--- src/rtl/led_pattern_sequencer.sv ---
`timescale 1ns/1ps
// LED pattern sequencer: debounces four active-low keys and steps a
// chase/bounce/counter/fill pattern once per prescaler period.
module led_pattern_sequencer #(
  parameter int NUM_LEDS        = 26,
  parameter int DEBOUNCE_CYCLES = 500000,
  parameter int BASE_TICK       = 65536
) (
  input  logic                clk_clk,
  input  logic                reset_reset,
  input  logic [3:0]          key_export,
  output logic [NUM_LEDS-1:0] leds_new_signal,
  output logic [1:0]          mode,
  output logic [2:0]          speed,
  output logic                running
);

  localparam int CW = (DEBOUNCE_CYCLES > 1) ? $clog2(DEBOUNCE_CYCLES) : 1;
  // Wide enough for BASE_TICK << 7 minus one.
  localparam int PW = $clog2(BASE_TICK) + 8;

  logic [3:0] sync1_reg;
  logic [3:0] sync2_reg;
  logic [3:0] press;

  always_ff @(posedge clk_clk or posedge reset_reset) begin
    if (reset_reset) begin
      sync1_reg <= 4'hF;
      sync2_reg <= 4'hF;
    end else begin
      sync1_reg <= key_export;
      sync2_reg <= sync1_reg;
    end
  end

  generate
    for (genvar gi = 0; gi < 4; gi++) begin : g_key
      logic [CW-1:0] cnt_reg;
      logic          stable_reg;
      logic          differ;
      logic          accept;

      assign differ = (sync2_reg[gi] != stable_reg);
      assign accept = differ && (cnt_reg == CW'(DEBOUNCE_CYCLES - 1));

      always_ff @(posedge clk_clk or posedge reset_reset) begin
        if (reset_reset) begin
          cnt_reg    <= '0;
          stable_reg <= 1'b1;
        end else if (accept) begin
          cnt_reg    <= '0;
          stable_reg <= sync2_reg[gi];
        end else if (differ) begin
          cnt_reg    <= cnt_reg + CW'(1);
        end else begin
          cnt_reg    <= '0;
        end
      end

      // Only a released-to-pressed acceptance counts as an event.
      assign press[gi] = accept && stable_reg;
    end
  endgenerate

  logic [NUM_LEDS-1:0] leds_reg, leds_next;
  logic [1:0]          mode_reg, mode_next;
  logic [2:0]          speed_reg, speed_next;
  logic                running_reg, running_next;
  logic                dir_up_reg, dir_up_next;
  logic [PW-1:0]       presc_reg, presc_next;

  logic [PW-1:0]       period;
  logic                tick;
  logic [NUM_LEDS-1:0] step_pattern;
  logic                step_dir_up;

  assign period = PW'(BASE_TICK) << (3'd7 - speed_reg);
  assign tick   = running_reg && (presc_reg == period - PW'(1));

  always_comb begin
    step_pattern = leds_reg;
    step_dir_up  = dir_up_reg;
    case (mode_reg)
      2'd0: step_pattern = {leds_reg[NUM_LEDS-2:0], leds_reg[NUM_LEDS-1]};
      2'd1: begin
        if (dir_up_reg) begin
          if (leds_reg[NUM_LEDS-1]) begin
            step_pattern = leds_reg >> 1;
            step_dir_up  = 1'b0;
          end else begin
            step_pattern = leds_reg << 1;
          end
        end else begin
          if (leds_reg[0]) begin
            step_pattern = leds_reg << 1;
            step_dir_up  = 1'b1;
          end else begin
            step_pattern = leds_reg >> 1;
          end
        end
      end
      2'd2: step_pattern = leds_reg + NUM_LEDS'(1);
      default: begin
        if (&leds_reg) step_pattern = '0;
        else           step_pattern = {leds_reg[NUM_LEDS-2:0], 1'b1};
      end
    endcase
  end

  always_comb begin
    leds_next    = leds_reg;
    mode_next    = mode_reg;
    speed_next   = speed_reg;
    running_next = running_reg;
    dir_up_next  = dir_up_reg;
    presc_next   = presc_reg;

    if (running_reg) begin
      if (tick) begin
        presc_next  = '0;
        leds_next   = step_pattern;
        dir_up_next = step_dir_up;
      end else begin
        presc_next  = presc_reg + PW'(1);
      end
    end

    if (press[0]) running_next = !running_reg;

    // Opposing speed keys on the same edge cancel out entirely.
    if (press[2] && !press[3]) begin
      if (speed_reg != 3'd7) speed_next = speed_reg + 3'd1;
      presc_next = '0;
    end else if (press[3] && !press[2]) begin
      if (speed_reg != 3'd0) speed_next = speed_reg - 3'd1;
      presc_next = '0;
    end

    if (press[1]) begin
      mode_next   = mode_reg + 2'd1;
      leds_next   = mode_next[1] ? '0 : NUM_LEDS'(1);
      dir_up_next = 1'b1;
      presc_next  = '0;
    end
  end

  always_ff @(posedge clk_clk or posedge reset_reset) begin
    if (reset_reset) begin
      leds_reg    <= NUM_LEDS'(1);
      mode_reg    <= 2'd0;
      speed_reg   <= 3'd4;
      running_reg <= 1'b1;
      dir_up_reg  <= 1'b1;
      presc_reg   <= '0;
    end else begin
      leds_reg    <= leds_next;
      mode_reg    <= mode_next;
      speed_reg   <= speed_next;
      running_reg <= running_next;
      dir_up_reg  <= dir_up_next;
      presc_reg   <= presc_next;
    end
  end

  assign leds_new_signal = leds_reg;
  assign mode            = mode_reg;
  assign speed           = speed_reg;
  assign running         = running_reg;

endmodule
--- config.mk ---
export PLATFORM = sky130hd
export DESIGN_NAME = led_pattern_sequencer
export DESIGN_NICKNAME = d
export VERILOG_FILES = /design/src/rtl/led_pattern_sequencer.sv
export SDC_FILE = /design/constraint.sdc
export NUM_CORES = 1
export LEC_CHECK = 0
export CAP_MARGIN = 20
export CORE_MARGIN = 3
export CORE_UTILIZATION = 65
export CTS_CLUSTER_SIZE = 24
export DETAILED_ROUTE_END_ITERATION = 10
export PLACE_DENSITY = 0.95
export SLEW_MARGIN = 20
export SYNTH_ARGS = -nofsm -noshare
export SYNTH_HDL_FRONTEND = slang
export SYNTH_SLANG_ARGS = --single-unit
--- constraint.sdc ---
create_clock -name clk_clk -period 10.47 [get_ports clk_clk]
set_clock_uncertainty 0.1 [all_clocks]
set_input_delay 3.141 -clock clk_clk [delete_from_list [all_inputs] [get_ports clk_clk]]
set_output_delay 3.141 -clock clk_clk [all_outputs]
set_load 0.02 [all_outputs]
==> results of run 1 <==
where the power goes:
part	internal, W	switching (W)	total [W]
clock	0.000392	0.000230	0.000622
sequential	0.000567	0.00000472	0.000572
combinational	0.00000666	0.0000191	0.0000258
synthesized netlist by cell type, types with 10 or more instances:
library cell	n	area share, %
a221oi_1	11	1.2
nor4_1	16	1.2
and3_1	27	2.1
nand4_1	40	3.0
o31ai_1	16	1.5
ha_1	14	2.1
xnor2_1	46	4.9
o21ai_0	20	1.2
nor2_1	109	5.0
dfrtp_1	129	39
o311ai_0	12	1.3
nand3_1	56	3.4
clkbuf_1	35	1.6
nor2b_1	10	0.76
o2bb2ai_1	20	2.1
nor3_1	14	0.85
a21oi_1	22	1.3
dfstp_2	16	5.1
xor2_1	45	4.8
inv_1	25	1.1
nand2_1	70	3.2
kinds of logic after synthesis:
family	after synthesis	synth area share, %
adder cells (fa/ha/maj)	15	2.37
multiplexers	5	0.669
AND/OR/NAND/NOR	405	25.2
buffers and inverters	76	4.03
flip-flops	145	44.3
AO/OA/AOI/OAI	152	13.8
XOR/XNOR	91	9.68
per-stage QoR:
step / total power (W) / utilization (%)
2_1_floorplan: 0.000600 / -
3_3_place_gp: 0.000607 / 70.4
3_5_place_dp: 0.000608 / 70.4
4_1_cts: 0.00122 / 75.4
5_1_grt: 0.00125 / 75.5
6_report: 0.00122 / 75.5
metal layers:
metal	global-route usage, %	up-vias	part of all wire [%]
li1	-	3232	-
met1	36.7	3460	43
met3	5.65	58	6.8
met4	11.3	0	2.4
met2	41.6	324	48
met5	0	-	0
cell type report:
class | instances | area [µm²] | area share, %
clock buffers | 22 | 474 | 5.14
clock inverters | 10 | 134 | 1.45
multi-input cells | 668 | 4260 | 46.3
flip-flops and latches | 145 | 3650 | 39.6
repair buffers | 39 | 385 | 4.18
well taps | 168 | 210 | 2.28
inverters | 26 | 103 | 1.11
cell usage in the layout, fill, tap and decap left out, types with 8 or more instances in the layout:
master | synthesis | routed
nor2_1 | 109 | 109
clkdlybuf4s50_1 | 0 | 37
o2bb2ai_1 | 20 | 20
nand3_1 | 56 | 56
o311ai_0 | 12 | 12
and3_1 | 27 | 27
nor3_1 | 14 | 13
xnor2_1 | 46 | 46
clkbuf_16 | 0 | 17
ha_1 | 14 | 14
a21oi_1 | 22 | 22
nor2b_1 | 10 | 10
or4_1 | 8 | 8
o31ai_1 | 16 | 16
o21ai_0 | 20 | 20
nand4_1 | 40 | 40
dfstp_2 | 16 | 16
nor4_1 | 16 | 15
and4_1 | 8 | 8
inv_1 | 25 | 24
or2_2 | 8 | 8
a221oi_1 | 11 | 11
dfrtp_1 | 129 | 129
a22oi_1 | 9 | 9
nand2_1 | 70 | 70
xor2_1 | 45 | 45
worst max path at each step:
stage	from	to	slack (ns)	cells after the start
after global routing	speed[2]$_DFFE_PP1P_	speed[2]	5.37	1
final	speed[2]$_DFFE_PP1P_	speed[2]	5.43	1
after detailed placement	reset_reset	leds_new_signal[8]$_DFFE_PP0P_	5.25	3
after global placement	reset_reset	g_key[0].cnt_reg[11]$_DFF_PP0_	5.28	3
after CTS	speed[2]$_DFFE_PP1P_	speed[2]	5.42	1
after floorplan	reset_reset	g_key[0].cnt_reg[0]$_DFF_PP0_	3.36	1
==> impl_results.md, run 1 <==
* Clk buf depth at 2
* Worst R2R Start: g_key[3].cnt_reg[0]$_DFF_PP0_
* Power density over the cells at around 130 nW/µm²
* Initial antenna violation count at 0
* Cells after synthesis at between 800 and 900
* TNS Setup at 0 ns
* CP Capture Type: output port
* CTS tree: built
* Hold_buf cts at 0
* Main flop type after synthesis: dfrtp_1
* Worst hold start: sync1_reg[0]$_DFF_PP1_
* Core area at 12200 µm²
* Fin. max-slew vios at 0
* Critical R2R Capture: presc_reg[21]$_DFFE_PP0P_
* CTS Buf Count at 17
* Dpl ws at 5.25 ns
* Die ar. at 14100 µm²
* Worst-path clk slew at 0.06 ns
* Vias in the first global route at around 6500
* CP Class: register to output port
* Remaining antenna violation count after routing at 0
* Hold crit path type: register to register
* Async set-reset flop share out of synthesis at 100%
* Final worst-path cycle share at around 48%
* Family with the most delay on the worst path: flip-flops
* Share of layout cells above drive strength 1 at under 10%
* Mapped Avg Cell Area at around 9.3 µm²
* Pin count of the biggest net entering global routing at between 70 and 80
* CP bufs+invs at 1
* Post-Syn Area at about 8200 µm²
* WHS Endpoint: sync2_reg[0]$_DFF_PP1_
* Worst path cell trace: clkdlybuf4s50_1
* Worst-margin pin slew at 0.967 ns
* IR drop worst, VDD at roughly 120 µV
* RSZ-0062 raised after global routing: false
* FP Rows at 40
* Worst path arrival time at between 1.5 and 2 ns
* Clock Latency Late Sink at ~0.43 ns
* Die H at ~120 µm
* Slowest-stage cell, CP: dfstp_2
* Total gr overflow at 0
* Setup ws final at around 5.4 ns
* Port buffer count at 37
* Hold slack at between 0.2 and 0.3 ns
* Register-to-register setup slack at 5.90 ns
* Resized Gates After CTS at 0
* CP max FO at 18
* Routed length per instance at between 15 and 20 µm
* CTS root buffer: clkbuf_16
* Post-DP Area at roughly 8600 µm²
* All-Layer GR Usage at between 20% and 30%
* Fmax at slightly below 200 MHz
* Final hold vios at 0
* CP Data Required Time at slightly above 7 ns
* First-pass GRT wire length at 31300 µm
* Status: complete, no violations
* H-tree depth at 4
* #FFs+latches synth at ~150
* Initial drt markers at 813
* Routed vias/inst at roughly 6.6
* Syn. warnings at 0
* Synth Net Count at between 900 and 1000
* CP startpoint kind: register
* Max reg flops at 76
* Fin cells at approximately 1100
* Final #Nets at between 900 and 1000
* # Max-Cap Violations at 0
* Layout filler cell count at ~800
* CP peak stage delay at between 0.7 and 0.8 ns
* First-pass iteration count of the detailed router at 8
* Worst slew margin at approximately 36%
* Detail Placement HPWL at 11300 µm
* IO Pins at 38
* Setup bufs post-CTS at 0
* Leakage Power at around 3.6 nW
* Post-synthesis sequential area ratio at between 40% and 50%
* DRC errors left at 0
* Inst Count DP at 1046
* EDFF count, synth at 0
* Area delta synth->final at 12.0%
* Routed vias at 7074
* Synth unique cells at 67
* Die width at around 120 µm
* Minimum clock period at between 5 and 6 ns
* Design Area, Final at ~9000 µm²
* Sink Count at around 150
* ANT cells at 0
* Final setup viols at 0
* Reg2Reg Depth at 11
* DRT Wirelength at about 19000 µm
* Initial core utilization at between 60% and 70%
* Hold depth at 0
* Gpl congestion at 0.870
(Power assumes the default switching activity.)
==> inputs of run 2 (changes only) <==
CORE_UTILIZATION = 61   (was 65)
PLACE_DENSITY = 0.92   (was 0.95)
clock period = 4.65 ns   (was 10.47 ns; I/O delays follow)
==> impl_results.md, run 2 (synthesis gave the netlist of run 1 again) <==
* CP Data Required Time at about 4.8 ns
* Vias in the first global route at roughly 6500
* CP startpoint kind: register
* TNS Setup at 0 ns
* Power density over the cells at 281 nW/µm²
* Die H at around 120 µm
* P_sw at 0.000543 W
* CP Class: register to register
* Sink Count at around 150
* Fmax at 233 MHz
* CP max FO at 23
* Layout filler cell count at about 940
* CTS Buf Count at 17
* Worst R2R Start: g_key[3].cnt_reg[0]$_DFF_PP0_
* Total gr overflow at 0
* Worst path cell trace: ha_1 -> and4_1 -> nand3_1 -> nor4_1 -> nand2_1 -> ha_1 -> nor2_1 -> o31a_1 -> buf_4 -> nor2b_1 -> nand2_1 -> o311ai_0
* First-pass iteration count of the detailed router at 5
* Most frequent cells in the layout: 129 x dfrtp_1, 109 x nor2_1, 70 x nand2_1
* Design Area, Final at about 9000 µm²
* Seq pwr share at about half
* Clk pwr share at between 40% and 50%
* Worst-path clk slew at about 0.060 ns
* Die width at 122 µm
* CP Capture Type: register
* Combinational Power Share at roughly 2.4%
* Final setup viols at 0
* Hold crit path type: register to register
* First-pass GRT wire length at 30700 µm
* Worst slew margin at 43.3%
* CTS root buffer: clkbuf_16
* Slowest-stage cell, CP: nor4_1
* Switching Fraction at 21.1%
* Most common cell after layout, fill and taps aside: dfrtp_1
* Routed vias/inst at 6.31
* Family with the most delay on the worst path: simple AND/OR/NAND/NOR gates
* Final hold vios at 0
* Setup bufs post-CTS at 0
* H-tree depth at 4
* Routed length per instance at about 16 µm
* Total internal power at slightly above 0.002 W
* IO Pins at 38
* Minimum clock period at 4.28 ns
* Gpl congestion at between 0.9 and 1
* DRC errors left at 0
* Worst-margin pin slew at roughly 0.85 ns
* ANT cells at 0
* Status: complete, no violations
* FP Rows at 41
* Post-DP Area at 8650 µm²
* Hold slack at around 0.26 ns
* Die ar. at 14900 µm²
* Leakage Power at about 3.6 nW
* Critical R2R Capture: presc_reg[3]$_DFFE_PP0P_
* Initial drt markers at roughly 840
* RSZ-0062 raised after global routing: false
* Clock Latency Late Sink at 0.42 ns
* CTS tree: built
* Initial antenna violation count at 0
* CP Capture Point: presc_reg[3]$_DFFE_PP0P_
* Worst setup path startpoint: g_key[3].cnt_reg[0]$_DFF_PP0_
* Reg2Reg Depth at 12
* Pin count of the biggest net entering global routing at 59
* Inst Count DP at about 1100
* Area delta synth->final at 11.6%
* Share of layout cells above drive strength 1 at 7.55%
* Remaining antenna violation count after routing at 0
* Final worst-path cycle share at roughly 92%
* Resized Gates After CTS at 0
* Detail Placement HPWL at roughly 12000 µm
* CP bufs+invs at 1
* Initial core utilization at a little under two thirds
* Hold_buf cts at 0
* IR drop worst, VDD at ~330 µV
* # Max-Cap Violations at 0
* Worst path arrival time at around 4.5 ns
* Routed vias at around 6800
* DRT Wirelength at approximately 18000 µm
* Fin cells at 1086
* All-Layer GR Usage at roughly a quarter
* Fin. max-slew vios at 0
* CP peak stage delay at between 0.6 and 0.7 ns
* Stages on worst setup path at 12
* Core area at ~13000 µm²
* Max reg flops at 76
* Clk buf depth at 2
* Final #Nets at 923
* Register-to-register setup slack at 0.37 ns
* Port buffer count at 37
[run 2: cell count changes in the layout (fill, tap and decap cells not counted), moves of 2 or more]
| cell | delta |
|---|---|
| buf_4 | +4 |
| bufinv_16 | -2 |
| clkbuf_1 | +4 |
| clkbuf_8 | -2 |
[run 2: how the worst min path moves through the flow]
| stage | from | cells past startpoint | to | slack [ns] |
|---|---|---|---|---|
| 6_report | sync1_reg[2]$_DFF_PP1_ | 0 | sync2_reg[2]$_DFF_PP1_ | 0.26 |
| 5_1_grt | sync1_reg[2]$_DFF_PP1_ | 0 | sync2_reg[2]$_DFF_PP1_ | 0.26 |
| 4_1_cts | sync1_reg[1]$_DFF_PP1_ | 0 | sync2_reg[1]$_DFF_PP1_ | 0.26 |
| 3_5_place_dp | sync1_reg[1]$_DFF_PP1_ | 0 | sync2_reg[1]$_DFF_PP1_ | 0.25 |
| 3_3_place_gp | sync1_reg[1]$_DFF_PP1_ | 0 | sync2_reg[1]$_DFF_PP1_ | 0.25 |
| 2_1_floorplan | sync1_reg[0]$_DFF_PP1_ | 0 | sync2_reg[0]$_DFF_PP1_ | 0.25 |
[run 2: power groups by stage]
stage | Sequential [W] | Clock, W | Combinational (W)
CTS | 0.00129 | 0.00125 | 0.0000630
floorplan | 0.00131 | 0 | 0.0000434
detailed placement | 0.00131 | 0 | 0.0000625
global route | 0.00129 | 0.00130 | 0.0000712
finish | 0.00129 | 0.00123 | 0.0000608
global placement | 0.00131 | 0 | 0.0000603
[run 2: stage by stage]
step	total power, W	util, %	setup WS [ns]
floorplan	0.00135	-	1.35
CTS	0.00260	71.0	0.444
finish	0.00258	71.1	0.367
global route	0.00267	71.1	0.0947
global placement	0.00137	66.9	0.975
detailed placement	0.00137	66.9	0.587
[run 2: metal layers]
layer | up-vias | global-route usage [%] | routed length [µm]
li1 | 3253 | - | -
met1 | 3324 | 34.4 | 7860
met2 | 246 | 40.4 | 8740
met3 | 25 | 5.71 | 944
met4 | 0 | 8.33 | 239
met5 | - | 0 | 0
[run 2: area by class of cell]
cell class,count,area (µm²),area share [%]
clock inverter,7,62.6,0.681
tap,172,215,2.34
inverter,26,101,1.10
clock buffer,24,462,5.02
timing repair buffer,44,435,4.74
multi-input combinational,668,4260,46.4
sequential,145,3650,39.7
[run 2: worst reg2reg max path: cells and delay by family (launching register included)]
| kind | cells | cell delay [ns] |
|---|---|---|
| AOI/OAI and AO/OA | 2 | 0.77 |
| adders and majority gates | 2 | 0.51 |
| buffers and inverters | 1 | 0.25 |
| DFF | 1 | 0.38 |
| and+or+nand+nor | 7 | 2.15 |
==> inputs of run 3 (changes only) <==
CORE_UTILIZATION = 55   (was 61)
PLACE_DENSITY = 0.89   (was 0.92)
clock period = 3.7 ns   (was 4.65 ns; I/O delays follow)
==> impl_results.md, run 3 (synthesis gave the netlist of run 1 again) <==
* Status: complete, no violations
* Initial drt markers at ~700
* Area delta synth->final at 14.0%
* Total gr overflow at 0
* Cell mode on critical path: buf_4
* Critical R2R Capture: leds_new_signal[14]$_DFFE_PP0P_
* Max reg flops at 76
* Fin cells at about 1100
* CP Data Required Time at 3.94 ns
* Worst path arrival time at about 3.6 ns
* Vias in the first global route at between 6000 and 7000
* First-pass GRT wire length at between 30000 and 40000 µm
* ANT cells at 0
* RSZ-0062 raised after global routing: false
* # Max-Cap Violations at 0
* Final hold vios at 0
* H-tree depth at 4
* First-pass iteration count of the detailed router at 6
* Final worst-path cycle share at 91.8%
* Post-layout util at about 64%
* Power density over the cells at ~390 nW/µm²
* Minimum clock period at 3.40 ns
* CTS Buf Count at 17
* Pin count of the biggest net entering global routing at between 100 and 150
* All-Layer GR Usage at between 20% and 30%
* Remaining antenna violation count after routing at 0
* Layout filler cell count at about 1100
* CTS root buffer: clkbuf_16
* Port buffer count at 37
* Share of layout cells above drive strength 1 at under 10%
* Hold crit path type: register to register
* CP peak stage delay at 0.72 ns
* Register-to-register setup slack at 0.30 ns
* Initial antenna violation count at 0
* Final #Nets at 928
* Die H at ~130 µm
* Gpl congestion at between 0.9 and 1
* CP Capture Point: leds_new_signal[14]$_DFFE_PP0P_
* Routed vias/inst at roughly 6.3
* Worst setup path startpoint: speed[2]$_DFFE_PP1P_
* Hold_buf cts at 0
* Worst path cell trace: nand2_1 -> or2_2 -> ha_1 -> xor2_1 -> mux2i_1 -> o2111ai_1 -> a311o_1 -> buf_4 -> nand2b_1 -> buf_4 -> o2bb2ai_1
* CP startpoint kind: register
* Clk buf depth at 2
* Setup ws final at between 0.3 and 0.4 ns
* DRT Wirelength at about 18000 µm
* Routed vias at 6996
* Worst-path clk slew at 0.06 ns
* IR drop worst, VDD at between 300 and 400 µV
* CP Class: register to register
* Fmax at 295 MHz
* CTS tree: built
* Setup bufs post-CTS at 0
* Detail Placement HPWL at roughly 11000 µm
* Dpl ws at 0.229 ns
* Final setup viols at 0
* Worst R2R Start: speed[2]$_DFFE_PP1P_
* CP max FO at 21
* Worst slew margin at ~41%
* FP Rows at 44
* Initial core utilization at 56.4%
* Most common cell after layout, fill and taps aside: dfrtp_1
* IO Pins at 38
* Most frequent cells in the layout: 129 x dfrtp_1, 109 x nor2_1, 69 x nand2_1
* DRC errors left at 0
* Die width at 128 µm
* Die ar. at 16500 µm²
* Sink Count at approximately 150
* Slowest-stage cell, CP: dfstp_2
* Worst-margin pin slew at between 0.8 and 0.9 ns
* Fin. max-slew vios at 0
* CP Capture Type: register
* Clock Latency Late Sink at approximately 0.43 ns
* Reg2Reg Depth at 11
* Inst Count DP at between 1000 and 1500
* Core area at about 15000 µm²
* TNS Setup at 0 ns
* Leakage Power at ~3.7 nW
* Routed length per instance at 16.7 µm
==> run 3: changes by cell type in the layout (fill, tap and decap cells not counted), moves of 2 or more <==
cell       change
buf_4          +5
clkinv_4       +2
bufinv_16      +5
clkbuf_1       -6
==> run 3: what timing repair did <==
item                       in CTS  in global routing
pin swaps                       0                  0
setup endpoints to repair       9                 22
hold endpoints to repair        0                  0
resized for setup               1                  3
==> run 3: layout make-up <==
type	count	area [µm²]	area share, %
Multi-Input combinational cell	668	4260	45.4
Timing Repair Buffer	49	473	5.04
Clock inverter	14	234	2.49
Clock buffer	18	439	4.68
Sequential cell	145	3650	38.9
Inverter	26	101	1.08
Tap cell	184	230	2.45
==> run 3: stage by stage <==
stage / hold slack (ns) / area, µm² / power [W]
final: 0.256 / 9390 / 0.00365
after global routing: 0.263 / 9390 / 0.00376
after CTS: 0.256 / 9390 / 0.00368
after detailed placement: 0.248 / 8710 / 0.00172
after global placement: 0.246 / 8710 / 0.00172
after floorplan: 0.245 / 8240 / 0.00170
==> run 3: worst min-delay path by stage <==
stage	start	endpoint	slack, ns	cells after the start
3_5_place_dp	sync1_reg[3]$_DFF_PP1_	sync2_reg[3]$_DFF_PP1_	0.25	0
2_1_floorplan	sync1_reg[0]$_DFF_PP1_	sync2_reg[0]$_DFF_PP1_	0.25	0
5_1_grt	sync1_reg[0]$_DFF_PP1_	sync2_reg[0]$_DFF_PP1_	0.26	0
3_3_place_gp	sync1_reg[3]$_DFF_PP1_	sync2_reg[3]$_DFF_PP1_	0.25	0
4_1_cts	sync1_reg[3]$_DFF_PP1_	sync2_reg[3]$_DFF_PP1_	0.26	0
6_report	sync1_reg[3]$_DFF_PP1_	sync2_reg[3]$_DFF_PP1_	0.26	0
==> run 3: worst max-delay path: cells and delay by family, from the launching register on <==
kind | cells | cell delay, ns
adder cells (fa/ha/maj) | 1 | 0.23
XOR/XNOR | 1 | 0.30
AND/OR/NAND/NOR | 3 | 0.59
multiplexers | 1 | 0.23
AO/OA/AOI/OAI | 3 | 0.68
buffers and inverters | 2 | 0.44
flip-flops | 1 | 0.72
==> run 3: power by group <==
| group | switching [W] | internal (W) |
|---|---|---|
| Sequential | 0.0000133 | 0.00161 |
| Combinational | 0.0000541 | 0.0000201 |
| Clock | 0.000677 | 0.00128 |
==> run 3: routing by layer <==
metal,global-route usage [%],share of wire [%]
met5,0,0
met1,30.9,42
met2,37.3,50
met3,4.69,6.0
met4,7.43,1.9
